[config.mk]
export PLATFORM = sky130hd
export DESIGN_NAME = tl45_operand_fetch_flat
export DESIGN_NICKNAME = d
export VERILOG_FILES = /design/src/rtl/tl45_operand_fetch_if.sv /design/src/rtl/tl45_operand_fetch.sv /design/src/flat_wrapper.sv
export SDC_FILE = /design/constraint.sdc
export NUM_CORES = 2
export LEC_CHECK = 0
export ABC_AREA = 1
export CORE_MARGIN = 1
export CORE_UTILIZATION = 30
export CTS_BUF_LIST = sky130_fd_sc_hd__clkbuf_8 sky130_fd_sc_hd__clkbuf_16
export DETAILED_ROUTE_END_ITERATION = 10
export PLACE_DENSITY = 0.48
export SLEW_MARGIN = 20
export SYNTH_ARGS = -nofsm -noshare
export SYNTH_HDL_FRONTEND = slang
export SYNTH_SLANG_ARGS = --single-unit
[constraint.sdc]
create_clock -name i_clk -period 5.6 [get_ports i_clk]
set_clock_uncertainty 0.15 [all_clocks]
set_input_delay 1.4 -clock i_clk [delete_from_list [all_inputs] [get_ports i_clk]]
set_output_delay 1.4 -clock i_clk [all_outputs]
set_load 0.005 [all_outputs]
[src/rtl/tl45_operand_fetch_if.sv]
// tl45_operand_fetch_if
//
// Purpose: groups the decode-side inputs, the forwarding / writeback ports
// and the buffered execute-side outputs of the TL45 operand-fetch stage.
//
// Signals:
//   i_pipe_stall / i_pipe_flush : downstream stall / flush requests
//   o_pipe_stall / o_pipe_flush : stall / flush relayed to decode
//   i_opcode .. i_pc            : decoded instruction fields from decode
//   i_of_reg / i_of_val         : execute-stage forward (reg 0 = none)
//   i_wb_reg / i_wb_val         : writeback write port (reg 0 = none)
//   o_opcode .. o_pc            : registered instruction buffer for execute
//
// Modports:
//   slave  : view used by the operand-fetch stage itself
//   master : view used by whoever drives the stage (surrounding pipeline / bench)
interface tl45_operand_fetch_if;
   logic        i_pipe_stall;
   logic        i_pipe_flush;
   logic        o_pipe_stall;
   logic        o_pipe_flush;

   logic [4:0]  i_opcode;
   logic [3:0]  i_dr;
   logic [3:0]  i_sr1;
   logic [3:0]  i_sr2;
   logic [31:0] i_imm;
   logic        i_use_imm;
   logic [3:0]  i_jmp_cond;
   logic [31:0] i_pc;

   logic [3:0]  i_of_reg;
   logic [31:0] i_of_val;
   logic [3:0]  i_wb_reg;
   logic [31:0] i_wb_val;

   logic [4:0]  o_opcode;
   logic [3:0]  o_dr;
   logic [3:0]  o_jmp_cond;
   logic [31:0] o_sr1_val;
   logic [31:0] o_sr2_val;
   logic [31:0] o_target_offset;
   logic [31:0] o_pc;

   modport slave (
      input  i_pipe_stall, i_pipe_flush,
      output o_pipe_stall, o_pipe_flush,
      input  i_opcode, i_dr, i_sr1, i_sr2, i_imm, i_use_imm, i_jmp_cond, i_pc,
      input  i_of_reg, i_of_val, i_wb_reg, i_wb_val,
      output o_opcode, o_dr, o_jmp_cond, o_sr1_val, o_sr2_val, o_target_offset, o_pc
   );

   modport master (
      output i_pipe_stall, i_pipe_flush,
      input  o_pipe_stall, o_pipe_flush,
      output i_opcode, i_dr, i_sr1, i_sr2, i_imm, i_use_imm, i_jmp_cond, i_pc,
      output i_of_reg, i_of_val, i_wb_reg, i_wb_val,
      input  o_opcode, o_dr, o_jmp_cond, o_sr1_val, o_sr2_val, o_target_offset, o_pc
   );
endinterface

[src/rtl/tl45_operand_fetch.sv]
// tl45_operand_fetch
//
// Purpose: operand-fetch stage of the TL45 pipeline. Holds the 16-entry
// register file (r0 reads as zero), resolves both source operands through
// the execute-stage forward and (optionally) the writeback bypass, and
// registers a one-instruction buffer for the execute stage. Downstream
// stall/flush are honoured and relayed upstream.
//
// Ports:
//   i_clk   : clock
//   i_reset : synchronous, active-high reset (clears buffer and r1..r15)
//   bus     : tl45_operand_fetch_if.slave (pipeline control, instruction
//             fields, forward/writeback ports, buffered outputs)
//
// Configuration macro:
//   TL45_RF_BYPASS_EN : when defined, a writeback value targeting a source
//                       register is bypassed straight to the operand and no
//                       local stall is ever raised. When undefined, such a
//                       collision inserts a single-cycle stall + bubble so
//                       the instruction re-reads the freshly written array.
module tl45_operand_fetch (
   input  logic                 i_clk,
   input  logic                 i_reset,
   tl45_operand_fetch_if.slave  bus
);

   logic [31:0] rf_q [16];
   logic [31:0] rf_d [16];

   logic [4:0]  opcode_q, opcode_d;
   logic [3:0]  dr_q, dr_d;
   logic [3:0]  jmp_cond_q, jmp_cond_d;
   logic [31:0] sr1_val_q, sr1_val_d;
   logic [31:0] sr2_val_q, sr2_val_d;
   logic [31:0] target_offset_q, target_offset_d;
   logic [31:0] pc_q, pc_d;

   logic [31:0] sr1_res;
   logic [31:0] sr2_res;
   logic        hazard_stall;

   // Register file next state: reset clears everything, otherwise the
   // writeback port updates one entry. Entry 0 is pinned to zero.
   always_comb begin
      for (int i = 0; i < 16; i++) begin
         rf_d[i] = rf_q[i];
      end
      if (i_reset) begin
         for (int i = 0; i < 16; i++) begin
            rf_d[i] = 32'd0;
         end
      end else if (bus.i_wb_reg != 4'd0) begin
         rf_d[bus.i_wb_reg] = bus.i_wb_val;
      end
      rf_d[0] = 32'd0;
   end

   // Source 1 resolution. A nonzero index equal to i_of_reg implies
   // i_of_reg is nonzero, so no separate "forward valid" test is needed.
   always_comb begin
      sr1_res = rf_q[bus.i_sr1];
      if (bus.i_sr1 == 4'd0) begin
         sr1_res = 32'd0;
      end else if (bus.i_sr1 == bus.i_of_reg) begin
         sr1_res = bus.i_of_val;
`ifdef TL45_RF_BYPASS_EN
      end else if (bus.i_sr1 == bus.i_wb_reg) begin
         sr1_res = bus.i_wb_val;
`endif
      end
   end

   // Source 2 resolution; the immediate replaces the register operand
   // entirely when i_use_imm is set.
   always_comb begin
      sr2_res = rf_q[bus.i_sr2];
      if (bus.i_use_imm) begin
         sr2_res = bus.i_imm;
      end else if (bus.i_sr2 == 4'd0) begin
         sr2_res = 32'd0;
      end else if (bus.i_sr2 == bus.i_of_reg) begin
         sr2_res = bus.i_of_val;
`ifdef TL45_RF_BYPASS_EN
      end else if (bus.i_sr2 == bus.i_wb_reg) begin
         sr2_res = bus.i_wb_val;
`endif
      end
   end

`ifdef TL45_RF_BYPASS_EN
   assign hazard_stall = 1'b0;
`else
   logic stall_done_q, stall_done_d;
   logic sr1_hit;
   logic sr2_hit;

   // A writeback into a source register that the forward does not cover
   // would be missed by the array read this cycle. Stall once; stall_done
   // remembers that this instruction already paid its bubble so it is not
   // stalled again. Reset and flush discard the instruction, so they
   // suppress the stall and leave the relay following i_pipe_stall only.
   always_comb begin
      sr1_hit = (bus.i_wb_reg != 4'd0) && (bus.i_sr1 == bus.i_wb_reg) &&
                (bus.i_sr1 != bus.i_of_reg);
      sr2_hit = (bus.i_wb_reg != 4'd0) && !bus.i_use_imm &&
                (bus.i_sr2 == bus.i_wb_reg) && (bus.i_sr2 != bus.i_of_reg);
      hazard_stall = (sr1_hit || sr2_hit) && !stall_done_q &&
                     !i_reset && !bus.i_pipe_flush;
   end

   // stall_done is held across external stalls and cleared whenever the
   // buffer is loaded with a new instruction or discarded.
   always_comb begin
      stall_done_d = 1'b0;
      if (i_reset || bus.i_pipe_flush) begin
         stall_done_d = 1'b0;
      end else if (bus.i_pipe_stall) begin
         stall_done_d = stall_done_q;
      end else if (hazard_stall) begin
         stall_done_d = 1'b1;
      end
   end

   always_ff @(posedge i_clk) begin
      stall_done_q <= stall_done_d;
   end
`endif

   // Instruction buffer next state: reset/flush give a NOP bubble, an
   // external stall holds, a local hazard inserts a bubble, else load.
   always_comb begin
      opcode_d        = opcode_q;
      dr_d            = dr_q;
      jmp_cond_d      = jmp_cond_q;
      sr1_val_d       = sr1_val_q;
      sr2_val_d       = sr2_val_q;
      target_offset_d = target_offset_q;
      pc_d            = pc_q;
      if (i_reset || bus.i_pipe_flush || (!bus.i_pipe_stall && hazard_stall)) begin
         opcode_d        = 5'd0;
         dr_d            = 4'd0;
         jmp_cond_d      = 4'd0;
         sr1_val_d       = 32'd0;
         sr2_val_d       = 32'd0;
         target_offset_d = 32'd0;
         pc_d            = 32'd0;
      end else if (!bus.i_pipe_stall) begin
         opcode_d        = bus.i_opcode;
         dr_d            = bus.i_dr;
         jmp_cond_d      = bus.i_jmp_cond;
         sr1_val_d       = sr1_res;
         sr2_val_d       = sr2_res;
         target_offset_d = bus.i_imm;
         pc_d            = bus.i_pc;
      end
   end

   // State registers; reset is folded into the _d logic above.
   always_ff @(posedge i_clk) begin
      for (int i = 0; i < 16; i++) begin
         rf_q[i] <= rf_d[i];
      end
      opcode_q        <= opcode_d;
      dr_q            <= dr_d;
      jmp_cond_q      <= jmp_cond_d;
      sr1_val_q       <= sr1_val_d;
      sr2_val_q       <= sr2_val_d;
      target_offset_q <= target_offset_d;
      pc_q            <= pc_d;
   end

   assign bus.o_pipe_stall    = bus.i_pipe_stall | hazard_stall;
   assign bus.o_pipe_flush    = bus.i_pipe_flush;
   assign bus.o_opcode        = opcode_q;
   assign bus.o_dr            = dr_q;
   assign bus.o_jmp_cond      = jmp_cond_q;
   assign bus.o_sr1_val       = sr1_val_q;
   assign bus.o_sr2_val       = sr2_val_q;
   assign bus.o_target_offset = target_offset_q;
   assign bus.o_pc            = pc_q;

endmodule

[src/flat_wrapper.sv]
// flat-port wrapper written by rule: the top's interface ports become plain ports
module tl45_operand_fetch_flat 
  (i_clk, i_reset, bus_i_pipe_stall, bus_i_pipe_flush, bus_o_pipe_stall, bus_o_pipe_flush, bus_i_opcode, bus_i_dr, bus_i_sr1, bus_i_sr2, bus_i_imm, bus_i_use_imm, bus_i_jmp_cond, bus_i_pc, bus_i_of_reg, bus_i_of_val, bus_i_wb_reg, bus_i_wb_val, bus_o_opcode, bus_o_dr, bus_o_jmp_cond, bus_o_sr1_val, bus_o_sr2_val, bus_o_target_offset, bus_o_pc);
  tl45_operand_fetch_if bus_i ();
  input  logic i_clk;
  input  logic i_reset;
  input wire logic [$bits(bus_i.i_pipe_stall)-1:0] bus_i_pipe_stall;
  input wire logic [$bits(bus_i.i_pipe_flush)-1:0] bus_i_pipe_flush;
  output wire logic [$bits(bus_i.o_pipe_stall)-1:0] bus_o_pipe_stall;
  output wire logic [$bits(bus_i.o_pipe_flush)-1:0] bus_o_pipe_flush;
  input wire logic [$bits(bus_i.i_opcode)-1:0] bus_i_opcode;
  input wire logic [$bits(bus_i.i_dr)-1:0] bus_i_dr;
  input wire logic [$bits(bus_i.i_sr1)-1:0] bus_i_sr1;
  input wire logic [$bits(bus_i.i_sr2)-1:0] bus_i_sr2;
  input wire logic [$bits(bus_i.i_imm)-1:0] bus_i_imm;
  input wire logic [$bits(bus_i.i_use_imm)-1:0] bus_i_use_imm;
  input wire logic [$bits(bus_i.i_jmp_cond)-1:0] bus_i_jmp_cond;
  input wire logic [$bits(bus_i.i_pc)-1:0] bus_i_pc;
  input wire logic [$bits(bus_i.i_of_reg)-1:0] bus_i_of_reg;
  input wire logic [$bits(bus_i.i_of_val)-1:0] bus_i_of_val;
  input wire logic [$bits(bus_i.i_wb_reg)-1:0] bus_i_wb_reg;
  input wire logic [$bits(bus_i.i_wb_val)-1:0] bus_i_wb_val;
  output wire logic [$bits(bus_i.o_opcode)-1:0] bus_o_opcode;
  output wire logic [$bits(bus_i.o_dr)-1:0] bus_o_dr;
  output wire logic [$bits(bus_i.o_jmp_cond)-1:0] bus_o_jmp_cond;
  output wire logic [$bits(bus_i.o_sr1_val)-1:0] bus_o_sr1_val;
  output wire logic [$bits(bus_i.o_sr2_val)-1:0] bus_o_sr2_val;
  output wire logic [$bits(bus_i.o_target_offset)-1:0] bus_o_target_offset;
  output wire logic [$bits(bus_i.o_pc)-1:0] bus_o_pc;
  assign bus_i.i_pipe_stall = bus_i_pipe_stall;
  assign bus_i.i_pipe_flush = bus_i_pipe_flush;
  assign bus_o_pipe_stall = bus_i.o_pipe_stall;
  assign bus_o_pipe_flush = bus_i.o_pipe_flush;
  assign bus_i.i_opcode = bus_i_opcode;
  assign bus_i.i_dr = bus_i_dr;
  assign bus_i.i_sr1 = bus_i_sr1;
  assign bus_i.i_sr2 = bus_i_sr2;
  assign bus_i.i_imm = bus_i_imm;
  assign bus_i.i_use_imm = bus_i_use_imm;
  assign bus_i.i_jmp_cond = bus_i_jmp_cond;
  assign bus_i.i_pc = bus_i_pc;
  assign bus_i.i_of_reg = bus_i_of_reg;
  assign bus_i.i_of_val = bus_i_of_val;
  assign bus_i.i_wb_reg = bus_i_wb_reg;
  assign bus_i.i_wb_val = bus_i_wb_val;
  assign bus_o_opcode = bus_i.o_opcode;
  assign bus_o_dr = bus_i.o_dr;
  assign bus_o_jmp_cond = bus_i.o_jmp_cond;
  assign bus_o_sr1_val = bus_i.o_sr1_val;
  assign bus_o_sr2_val = bus_i.o_sr2_val;
  assign bus_o_target_offset = bus_i.o_target_offset;
  assign bus_o_pc = bus_i.o_pc;
  tl45_operand_fetch u_core (.i_clk(i_clk), .i_reset(i_reset), .bus(bus_i));
endmodule
==> impl_metrics.ini <==
[power_and_ir_drop]
power_density_nw_per_um2 = 287
power.leakage_uw = 0.0167
peakVddDrop_uv = 191
p_sw_share_pct = 29.9
p_int_uw = 7840
power.share.clock_pct = 43.0
comb_power_share_pct = 15.5
switchingPower_uw = 3350
p_seq_share_pct = 41.4

[timing]
maxSlewViolCount = 0
timing.hold.ws_ns = 0.327
period_share_pct = 90.1
fmax_mhz = 198
tightest_slew_ns = 1.17
rsz0062_at_grt = false
fin_crit_ns = 5.05
fin_setup_tns_ns = 0
setup_viol = 0
final-hold-violation-count = 0
maxSlewHeadroom_pct = 21.6

[critical_path]
critPathKind = primary input to output port
worstPathMaxFanout = 7
required_ns = 4.05
crit_chain = clkdlybuf4s50_1, nor2_1, inv_2, nor2_1, nor4_1, nand2_1, nand2_1, clkdlybuf4s50_1
cp.arrival_ns = 3.50
cp_slowest_stage_delay_ns = 0.64
critPathSlowestCell = clkdlybuf4s50_1
critPathLaunchType = primary input
reg2reg_to = u_core.bus.o_jmp_cond[0]$_SDFFE_PP0N_
r2r_start = u_core.stall_done_q$_SDFFE_PP0N_
critPathTopFamily = buffers and inverters
reg2reg_slack_ns = 3.38
crit_buf_inv = 3
r2r_cells = 5
cp-end-kind = output port

[synthesis]
yosysWarningCount = 0
synth-edff-count = 0
yosysTopAreaCellShare_pct = 37.8
yosys.cell_types.count = 30
ys_top_cells_by_area = dfxtp_1, nand2_1, nand3_1
syn_area_um2 = 32900
yosysSeqAreaShare_pct = 37.8
async_flop_share_pct = 0
synthCells = 5102
ys.flop_type = dfxtp_1
synth_nets = 5264
yosysTopAreaCell = dfxtp_1
synth.avg_cell_area_um2 = 6.45
ys_ff_latch = 622

[floorplanning]
die_y_um = 333
dieWidth_um = 333
ios = 305
start_util_pct = 30.3
coreArea_um2 = 109000
dieArea_um2 = 111000
placementRows = 121

[detailed_routing]
wirelength_um = 149000
ant_nets = 0
drc = 0
num_vias = 34100
routed_via_density = 5.16
wl_per_cell_um = 22.5
drtIter0Drc = 3366
drtPass1Iterations = 6

[finish]
drive_gt1_share_pct = 4.72
finalNetCount = 5305
most-common-layout-cells = nand2_1, nand3_1, dfxtp_1, nor2_1, inv_1
final-seq-area_um2 = 12500
final_common_cell = nand2_1
syn2layout_area_growth_pct = 18.6
multi_input_area_um2 = 16800
utilization_pct = 35.9
fillers = 11700

[clock_tree]
clkTransAtPathRegs_ns = 0.05
clock_path_buffers = 3
cts_resized = 0
clkLatencyLatePin_ns = 0.67
cts_buffers = 77
ctsHoldBuffers = 0
cts_tree = done
post-cts-setup-buffer-count = 0
cts.htree.levels = 3
cts_root_buffer = clkbuf_16
cts_sinks = 622

[placed_design]
dpl.hpwl_um = 89700
gp_congestion = 0.838
port_buffers = 304

[global_routing]
first_global_vias = 31300
grt_max_degree = 167
grt-ovfl-total = 0
grt_usage_pct = 26.1
grt_pass1_wl_um = 218000
antenna_found_initial = 11

[hold_path]
hold_depth = 2
holdCritStartpoint = u_core.rf_q[5][3]$_SDFFE_PP0P_
min_to = u_core.rf_q[5][3]$_SDFFE_PP0P_
hp-class = flop to flop

[job]
drv_cap = 0

[status]
status = finished clean
-- power by group through the flow --
stage	combinational, uW	sequential [uW]	clock, uW
global route	1870	4650	5070
detailed placement	1720	4730	0
global placement	1720	4730	0
finish	1740	4630	4820
floorplan	985	4720	0
CTS	1730	4630	4910
-- area by class of cell --
cell class | count | area share (%)
inverter | 511 | 4.96
timing repair buffer | 385 | 9.60
clock inverter | 39 | 0.535
sequential | 622 | 31.9
antenna | 1 | 0.00641
multi-input combinational | 3546 | 43.0
tap | 1414 | 4.53
clock buffer | 90 | 5.45
-- how the worst max path moves through the flow --
stage / start / end / cells past startpoint
3_5_place_dp: bus_i_wb_reg[1] / bus_o_pipe_stall / 8
3_3_place_gp: bus_i_use_imm / bus_o_pipe_stall / 9
2_1_floorplan: bus_i_sr2[3] / bus_o_pipe_stall / 10
4_1_cts: bus_i_wb_reg[1] / bus_o_pipe_stall / 8
5_1_grt: bus_i_wb_reg[1] / bus_o_pipe_stall / 8
6_report: bus_i_wb_reg[1] / bus_o_pipe_stall / 8
-- worst reg2reg max path: stages, from the launching register on --
cell and delay [ns]:
dfxtp_1 0.31, nor4_1 0.35, nand3_1 0.24, nand2_8 0.46, buf_4 0.49, nor2_1 0.08
-- cell usage after synthesis, types with 2 or more instances --
cell type and number:
dfxtp_1 622, nand3_1 684, o211ai_1 64, a21boi_0 34, o21ai_0 82, a21boi_1 7, buf_1 46, inv_2 25
nand2_2 3, mux2i_1 45, a21oi_1 180, clkbuf_1 259, a211oi_1 380, nand4_1 2, nor2_4 14, nor2_1 602
nand2_1 1429, inv_1 485, buf_6 9, o21ai_1 15, buf_2 105, buf_4 2
-- routing by layer --
metal,GRT usage [%],routed length [um],vias up
met5,0,57,-
met4,8.29,4670,10
met3,3.44,9050,215
met2,41.0,66700,1144
met1,36.6,68500,16100
li1,-,-,16600
-- through the flow --
stage	instances	power (uW)	instance area (um^2)	setup slack, ns
CTS	6607	11300	39100	0.569
global route	6607	11600	39100	0.479
floorplan	5102	5700	32900	1.91
detailed placement	6478	6450	36700	0.581
finish	6608	11200	39100	0.553
global placement	6478	6440	36700	0.579
-- sequential cells by signal (all words and copies together) (netlist names) --
register and count:
u_core.bus.o_dr 4, u_core.bus.o_jmp_cond 4, u_core.bus.o_opcode 5, u_core.bus.o_pc 32, u_core.bus.o_sr1_val 32, u_core.bus.o_sr2_val 32, u_core.bus.o_target_offset 32, u_core.rf_q 480
u_core.stall_done_q 1
-- logic make-up after synthesis --
group	share of synthesized area, %
AND/OR/NAND/NOR	34.1
buffers and inverters	11.3
AO/OA/AOI/OAI	15.3
flip-flops	37.8
multiplexers	1.37
XOR/XNOR	0.0266
(Power assumes the default switching activity.)
